`config.mk`:
```
export PLATFORM = sky130hd
export DESIGN_NAME = pulse_train_controller
export DESIGN_NICKNAME = d
export VERILOG_FILES = /design/src/rtl/pulse_train_pkg.sv /design/src/rtl/tick_prescaler.sv /design/src/rtl/pulse_train_controller.sv
export SDC_FILE = /design/constraint.sdc
export NUM_CORES = 1
export LEC_CHECK = 0
export CAP_MARGIN = 20
export CORE_MARGIN = 5
export CORE_UTILIZATION = 27
export DETAILED_ROUTE_END_ITERATION = 10
export GPL_ROUTABILITY_DRIVEN = 0
export PLACE_DENSITY = 0.53
export REMOVE_ABC_BUFFERS = 1
export SLEW_MARGIN = 30
export SYNTH_ARGS = -nofsm -noshare
export SYNTH_HDL_FRONTEND = slang
export SYNTH_HIERARCHICAL = 1
export SYNTH_SLANG_ARGS = --single-unit
```
`constraint.sdc`:
```
create_clock -name clock -period 7.1 [get_ports clock]
set_input_delay 0.71 -clock clock [delete_from_list [all_inputs] [get_ports clock]]
set_output_delay 0.71 -clock clock [all_outputs]
set_load 0.1 [all_outputs]
```
`src/rtl/pulse_train_pkg.sv`:
```
// Shared definitions for the pulse train controller: FSM state encoding and
// the prescaler divide-ratio derivation used at elaboration time.
package pulse_train_pkg;

    typedef enum logic [1:0] {
        IDLE = 2'd0,
        HIGH = 2'd1,
        LOW  = 2'd2,
        DONE = 2'd3
    } state_t;

    // Clock cycles per tick; guarded so a zero tick rate cannot divide by zero.
    function automatic int calc_div(input int clk_hz, input int tick_hz);
        if (tick_hz <= 0) begin
            return 0;
        end
        return clk_hz / tick_hz;
    endfunction

    // The tick rate must divide the clock exactly and leave at least two
    // cycles per tick so the prescaler counter has a real terminal count.
    function automatic bit div_valid(input int clk_hz, input int tick_hz);
        if (tick_hz <= 0) begin
            return 1'b0;
        end
        return ((clk_hz % tick_hz) == 0) && ((clk_hz / tick_hz) >= 2);
    endfunction

endpackage

```
`src/rtl/tick_prescaler.sv`:
```
// Free-running divide-by-DIV counter that produces a one-cycle tick enable
// on its terminal count. A synchronous clear restarts the count from zero so
// a new train always gets full-length ticks.
module tick_prescaler #(
    parameter int DIV = 4
) (
    input  logic clock,
    input  logic reset,
    input  logic clear,
    output logic tick
);

    localparam int            CW   = $clog2(DIV);
    localparam logic [CW-1:0] LAST = CW'(DIV - 1);
    localparam logic [CW-1:0] ONE  = CW'(1);

    logic [CW-1:0] count;

    // Count 0..DIV-1 and wrap; reset and clear both restart at zero.
    // NOTE: sequential state uses non-blocking assignments so every flop
    // samples the pre-edge values regardless of process ordering.
    always_ff @(posedge clock) begin
        if (reset || clear) begin
            count <= '0;
        end else if (count == LAST) begin
            count <= '0;
        end else begin
            count <= count + ONE;
        end
    end

    assign tick = (count == LAST);

endmodule

```
`src/rtl/pulse_train_controller.sv`:
```
// Start/stop controlled square-wave sequencer. A train is R repetitions of a
// high phase of H ticks followed by a low phase of L ticks, timed by a
// single-cycle tick enable. All outputs are registered from the next state.
module pulse_train_controller
    import pulse_train_pkg::*;
#(
    parameter int CLK_HZ  = 27000000,
    parameter int TICK_HZ = 1000,
    parameter int CNT_W   = 16,
    parameter int REP_W   = 8
) (
    input  logic             clock,
    input  logic             reset,
    input  logic             start,
    input  logic [CNT_W-1:0] high_ticks,
    input  logic [CNT_W-1:0] low_ticks,
    input  logic [REP_W-1:0] repeats,
    input  logic             abort,
    output logic             wave_out,
    output logic             busy,
    output logic             done
);

    localparam int DIV = calc_div(CLK_HZ, TICK_HZ);

    generate
        if (!div_valid(CLK_HZ, TICK_HZ)) begin : g_bad_div
            $error("pulse_train_controller: CLK_HZ/TICK_HZ must be an exact ratio of at least 2");
        end
    endgenerate

    localparam logic [CNT_W-1:0] CNT_ONE = CNT_W'(1);
    localparam logic [REP_W-1:0] REP_ONE = REP_W'(1);

    state_t           state, state_d;
    logic [CNT_W-1:0] phase_cnt, phase_d;
    logic [REP_W-1:0] rep_cnt, rep_d;
    logic [CNT_W-1:0] high_q, high_d;
    logic [CNT_W-1:0] low_q, low_d;
    logic             wave_d, busy_d, done_d;
    logic             tick;
    logic             presc_clear;

    tick_prescaler #(
        .DIV (DIV)
    ) u_prescaler (
        .clock (clock),
        .reset (reset),
        .clear (presc_clear),
        .tick  (tick)
    );

    // Next-state, counter and output decode; abort overrides everything.
    // NOTE: every signal gets a default before the case so no path leaves
    // one unassigned, which would otherwise infer a latch.
    always_comb begin
        state_d     = state;
        phase_d     = phase_cnt;
        rep_d       = rep_cnt;
        high_d      = high_q;
        low_d       = low_q;
        presc_clear = 1'b0;

        if (abort) begin
            state_d     = IDLE;
            presc_clear = 1'b1;
        end else begin
            case (state)
                IDLE: begin
                    if (start) begin
                        presc_clear = 1'b1;
                        if ((repeats != '0) && (high_ticks != '0)) begin
                            high_d  = high_ticks;
                            low_d   = low_ticks;
                            phase_d = high_ticks - CNT_ONE;
                            rep_d   = repeats;
                            state_d = HIGH;
                        end else begin
                            state_d = DONE;
                        end
                    end
                end

                HIGH: begin
                    if (tick) begin
                        if (phase_cnt != '0) begin
                            phase_d = phase_cnt - CNT_ONE;
                        end else if (low_q != '0) begin
                            phase_d = low_q - CNT_ONE;
                            state_d = LOW;
                        end else if (rep_cnt != REP_ONE) begin
                            // No low phase: restart the high phase in place.
                            rep_d   = rep_cnt - REP_ONE;
                            phase_d = high_q - CNT_ONE;
                        end else begin
                            state_d = DONE;
                        end
                    end
                end

                LOW: begin
                    if (tick) begin
                        if (phase_cnt != '0) begin
                            phase_d = phase_cnt - CNT_ONE;
                        end else if (rep_cnt == REP_ONE) begin
                            state_d = DONE;
                        end else begin
                            rep_d   = rep_cnt - REP_ONE;
                            phase_d = high_q - CNT_ONE;
                            state_d = HIGH;
                        end
                    end
                end

                DONE: begin
                    state_d = IDLE;
                end

                default: begin
                    state_d = IDLE;
                end
            endcase
        end

        wave_d = (state_d == HIGH);
        busy_d = (state_d == HIGH) || (state_d == LOW);
        done_d = (state_d == DONE);
    end

    // State, counters, latched config and registered outputs.
    always_ff @(posedge clock) begin
        if (reset) begin
            state     <= IDLE;
            phase_cnt <= '0;
            rep_cnt   <= '0;
            high_q    <= '0;
            low_q     <= '0;
            wave_out  <= 1'b0;
            busy      <= 1'b0;
            done      <= 1'b0;
        end else begin
            state     <= state_d;
            phase_cnt <= phase_d;
            rep_cnt   <= rep_d;
            high_q    <= high_d;
            low_q     <= low_d;
            wave_out  <= wave_d;
            busy      <= busy_d;
            done      <= done_d;
        end
    end

endmodule

```
==> reports/metrics.cfg <==
[status]
status=finished, final reports clean

[worst_setup_path]
worst-endpoint-required_ns=7.33
rr_startpoint=state[1]
r2r_cells=8
critPathLaunch=high_ticks[8]
cp-end-kind=flop
path_class=in -> reg
crit_slowest_cell=o221ai_4
path_delay_family=compound AO/OA/AOI/OAI gates
worstPathArrival_ns=3.64
worstSetupStartpointType=input pin
ff2ff_setup_slack_ns=3.90
crit_chain=clkdlybuf4s50_1 > or4_1 > nor3_1 > a31oi_1 > o221ai_4 > nor2_1 > a32o_1
crit_fanout=27
cpPeakStageDelay_ns=0.68
r2r_end=phase_cnt[13]
cp_num_buf_inv=1

[job]
maxCapViolCount=0

[routing]
ant_nets=0
drtPass1Iterations=4
wl_per_cell_um=15.8
drc_errors=0
routed_wl_um=13600
vias=4315
routed_via_density=5.02
drt-initial-drc-count=278

[timing]
setup_tns_ns=0
layout_setup_ws_ns=3.69
period_minus_slack_ns=3.41
clock.fmax_mhz=293
max_slew_margin_pct=35.5
setup_violations=0
tightest_slew_ns=0.965
drv_slew=0
rsz0062_at_grt=false
clock_skew_ns=0.0112
finalHoldViolCount=0
fin_crit_sh_pct=48.0

[clock_tree]
cts_setup_buffers=0
clock_sinks=76
clk_path_buf_depth=2
cts_buffers=9
cts_tree=done
clockRootBuffer=clkbuf_16
htree_levels=3
clock_latency_ns=0.34
cts.repair.resized=0
ctsHoldBuffers=0
clkTransAtPathRegs_ns=0.06

[grt]
grt_pass1_vias=4236
grt_max_degree=35
grt_use_total_pct=12.9
grt_overflow_total=0
grt_pass1_wl_um=22600
antenna_found_initial=0

[hold_path]
worstHoldStart=u_prescaler/count[0]
min_path_type=reg -> reg
holdPathEnd=u_prescaler/count[0]
min_path_cells=1

[final_layout]
final_util_pct=31.8
nets=682
diodes=0
syn2layout_area_growth_pct=17.0
n_fill_cell=1951
design_area_um2=5900
drive_above_1_share_pct=7.83
stdcell_count=860

[placed_design]
pre_cts_slack_ns=3.37
hpwl_um=10000
io_buffers=46
place_inst=844
placed_cell_area_um2=5610

[synth]
ys_types=72
synth-seq-area-share_pct=30.2
ys_ff_latch=76
postSynthAreaPerCell_um2=8.54
synth_edf_count=0
syn_area_um2=5040
syn_inst=591
async_flop_share_pct=0
synth_warnings=6
ys.flop_type=dfxtp_1

[power_and_ir_drop]
peakVddDrop_mv=0.0793
leakage_uw=0.00224
powerDensity_nw_per_um2=216

[floorplanning]
die_h_um=147
io_pins=47
die_area_um2=21500
num_rows=50
fp.coreArea_um2=18600
start_util_pct=27.2
die_w_um=147

## worst register-to-register path, cell delays in order (launching register included)
cell,delay [ns]
dfxtp_1,0.36
inv_1,0.12
ha_1,0.44
nor4b_1,0.35
a41oi_2,0.33
nand2b_1,0.39
o221ai_4,0.68
nor2_1,0.17
a32o_1,0.26
## Yosys cell counts, drive strengths merged (11+ instances only)
cell type   n  area share (%)
a21oi      13             1.3
nand3      24             2.5
xor2       24             4.2
nor4       20             3.4
o31ai      11             1.7
nand2      28             2.1
nor2       95             7.6
xnor2      40             6.9
nor3       28             2.8
mux2i      34             6.8
inv        21             1.6
clkbuf     12            0.89
dfxtp      76              30
buf        16             2.8
ha         17             4.2
o21ai      13             1.3
## power by group
group          switching (uW)  internal (uW)
clock network             184            282
logic                     197            139
registers                28.6            448
## metrics by stage
| step | power (uW) | hold slack [ns] |
|---|---|---|
| final | 1280 | 0.471 |
| after global placement | 821 | 0.456 |
| after detailed placement | 819 | 0.461 |
| after CTS | 1290 | 0.477 |
| after global routing | 1350 | 0.500 |
| after floorplan | 713 | 0.440 |
## logic make-up (layout without fill, tap and decap cells)
| group | Yosys count | count (layout) | share of synthesized area, % |
|---|---|---|---|
| XOR/XNOR | 64 | 64 | 11.1 |
| multiplexers | 34 | 34 | 6.82 |
| AO/OA/AOI/OAI | 102 | 102 | 15.7 |
| adder cells (fa/ha/maj) | 17 | 17 | 4.22 |
| buffers and inverters | 52 | 87 | 5.75 |
| AND/OR/NAND/NOR | 246 | 246 | 26.2 |
| flip-flops | 76 | 76 | 30.2 |
## state kept, by name, indices dropped and copies added, names as in the netlist
| signal | flops |
|---|---|
| busy | 1 |
| done | 1 |
| high_q | 16 |
| low_q | 16 |
| phase_cnt | 16 |
| rep_cnt | 8 |
| state | 2 |
| u_prescaler/count | 15 |
| wave_out | 1 |
## layout make-up
class	instances	area (um^2)	share of cell area [%]
Inverter	22	82.6	1.40
Timing Repair Buffer	49	478	8.10
Sequential cell	76	1520	25.8
Multi-Input combinational cell	463	3230	54.8
Tap cell	234	293	4.96
Clock inverter	4	48.8	0.827
Clock buffer	12	246	4.18
## how the worst max path moves through the flow
stage                    endpoint  slack (ns)  cells after the start
floorplan               high_q[0]        3.74                      6
global placement    phase_cnt[13]        3.42                      7
detailed placement  phase_cnt[13]        3.37                      7
CTS                 phase_cnt[13]        3.72                      7
global route        phase_cnt[13]        3.48                      7
finish              phase_cnt[13]        3.69                      7
## routing by layer
layer / wire (um) / global-route usage, %
met2: 5960 / 19.6
met3: 704 / 2.04
met5: 0 / 0
met4: 355 / 5.46
met1: 6560 / 18.0
## placed cells by master (no fill, tap or decap), drive strengths merged, types with 4 or more instances in the layout
cell,n
a211oi,5
o311ai,5
clkdlybuf4s50,45
nand3,24
nor3,28
ha,17
clkinv,4
o41ai,8
clkbuf,12
a21oi,13
o31ai,11
o22ai,10
o221ai,5
a221oi,8
mux2i,34
nor4,20
nor2,95
or3,5
buf,4
o21ai,13
nand4,8
dfxtp,76
xor2,24
xnor2,40
nand2,28
inv,21
or4,10
Note: power is estimated with default switching activity, not from simulation.
==> RTL edit, RTL diff (same flow settings) <==
Encoding of `state_t`: now one-hot (4 bits for 4 states).
--- a/src/rtl/pulse_train_pkg.sv
+++ b/src/rtl/pulse_train_pkg.sv
@@ -2,11 +2,11 @@
 // the prescaler divide-ratio derivation used at elaboration time.
 package pulse_train_pkg;
 
-    typedef enum logic [1:0] {
-        IDLE = 2'd0,
-        HIGH = 2'd1,
-        LOW  = 2'd2,
-        DONE = 2'd3
+    typedef enum logic [3:0] {
+        IDLE = 4'b0001,
+        HIGH = 4'b0010,
+        LOW  = 4'b0100,
+        DONE = 4'b1000
     } state_t;
 
     // Clock cycles per tick; guarded so a zero tick rate cannot divide by zero.
Function: no difference found for any inputs over 10 cycles, from zero or initial values and one cycle with reset high; not proved beyond that.
==> RTL edit against the unedited design <==
  * Power shrank 4.2%
  * Synthesized area fell by 2.2%
  * Sequential cell count grew 2
  * Cell area rose by 0.23%
  * Clock skew barely moved
  * Worst setup slack better by 0.17 ns
  * Routed wire length grew 1.8%
  * Hold slack better by 0.0080 ns
==> RTL edit: results (changes against the unedited design) <==
Logic synthesis
  – Netlist cell types: 73 (+1.4%)
  – Asr flop ratio synth: 0 (unchanged)
  – Post-synthesis adder-cell area fraction: 0.02028 (-0.02188)
  – XOR/XNOR Fraction of Synth Area: 0.1118 (+0.0007043)
  – Post-synthesis mux area share: 0.07505 (+0.006846)
  – Register area share after synthesis: 0.3164 (+0.01484)
  – Post-synthesis compound-gate area fraction: 0.1433 (-0.01374)
  – Synth cell count leaders: 79 x nor2_1, 78 x dfxtp_1, 47 x xnor2_1
  – Synth top area cells: dfxtp_1 32%, xnor2_1 8.3%, mux2i_1 7.5%

Critical path
  – Reg-to-Reg End: phase_cnt[8]$_SDFFE_PP0P_
  – R2R cell count: 7 (-1)
  – Worst Path Arrival: 3.52 ns (-0.12 ns)
  – R2r setup slk: 3.86 ns (-0.04 ns)
  – Worst-path fanout max: 21 (-22%)

Run status
  – Status: finished, final reports clean

Drt
  – Vias per cell: 5.173 (+3.1%)
  – DRT iter0 DRCs: 205 (-26%)
  – DR pass1 iterations: 4 (unchanged)
  – Routed WL: 13820 um (+1.8%)

Layout
  – Layout cells sized above 1: 0.1140 (+0.03569)
  – Layout filler cell count: 1858 (-4.8%)
  – Post-layout nets: 670 (-1.8%)

Placement
  – DP HPWL: 10340 um (+3.4%)

Min path
  – Hold Path Class: reg -> reg

CTS
  – Post-CTS Setup Bufs: 0 (unchanged)
  – Cts repair resizes: 0 (unchanged)
  – Total number of H-tree levels: 3 (unchanged)

STA
  – Worst rel slew slack: 0.3491 (-0.005375)
  – Worst clock skew: 0.01167 ns (+0.0004666 ns)
  – Hold_ws: 0.4791 ns (+0.008033 ns)

Global route
  – Number of global-route vias before repair: 4289 (+1.3%)
  – First-pass GRT wire length: 22550 um (about the same)
  – GRT Total Usage: 0.1297 (+0.001006)
  – Largest net degree at the start of global routing: 38 (+8.6%)

Power
  – Worst ir drop on vdd: 0.0001295 V (+63%)
  – Leakage: 1.979 nW (-12%)
RTL edit: area by class of cell:
type                            instances  area share
Inverter                               17     0.01078
Tap cell                              229     0.04842
Clock inverter                          6     0.01036
Sequential cell                        78      0.2639
Clock buffer                           10     0.04039
Multi-Input combinational cell        462      0.5441
Timing Repair Buffer                   50     0.08205
RTL edit: cell families after synthesis:
group	count (synthesis)
DFF	78
adders and majority gates	8
buffers and inverters	37
AOI/OAI and AO/OA	98
xor gates and xnor gates	63
and+or+nand+nor	256
muxes	37
RTL edit: routing by layer:
layer  vias up  global-route usage  part of all wire
met5         -                   0                 0
met4         0             0.05644             0.026
met3        23             0.02588             0.050
met2       110              0.2110              0.48
met1      2094              0.1668              0.45
li1       2180                   -                 -
RTL edit: worst max-delay path: stages (launching register included):
cell	delay, ns
dfxtp_1	0.46
nor4b_4	0.54
or2_1	0.71
nand2_1	0.21
a21oi_4	0.30
a21boi_4	0.58
o311ai_1	0.20
a21oi_1	0.17
RTL edit: worst max path at each step:
stage	start	end	depth (start not counted)	slack, ns
6_report	state[1]$_SDFF_PP0_	phase_cnt[8]$_SDFFE_PP0P_	7	3.86
5_1_grt	state[1]$_SDFF_PP0_	phase_cnt[8]$_SDFFE_PP0P_	7	3.59
4_1_cts	state[1]$_SDFF_PP0_	phase_cnt[8]$_SDFFE_PP0P_	7	3.89
3_5_place_dp	high_ticks[0]	phase_cnt[8]$_SDFFE_PP0P_	10	3.62
3_3_place_gp	high_ticks[0]	phase_cnt[8]$_SDFFE_PP0P_	10	3.67
2_1_floorplan	high_ticks[0]	high_q[0]$_SDFFE_PP0P_	8	3.99
RTL edit: power breakdown:
group / total (mW) / leakage (nW) / internal, mW / switching (mW)
logic: 0.269 / 1.20 / 0.120 / 0.149
clock network: 0.473 / 0.148 / 0.280 / 0.193
registers: 0.481 / 0.636 / 0.456 / 0.0254
total: 1.22 / 1.98 / 0.856 / 0.367
RTL edit: per-stage QoR:
step | total power, mW | instance area (um2) | instances | setup WS [ns]
after floorplan | 0.6651 | 4822 | 557 | 3.989
after detailed placement | 0.7549 | 5602 | 836 | 3.617
after global placement | 0.7520 | 5602 | 836 | 3.668
after CTS | 1.233 | 5902 | 852 | 3.887
final | 1.224 | 5917 | 852 | 3.864
after global routing | 1.280 | 5917 | 852 | 3.592
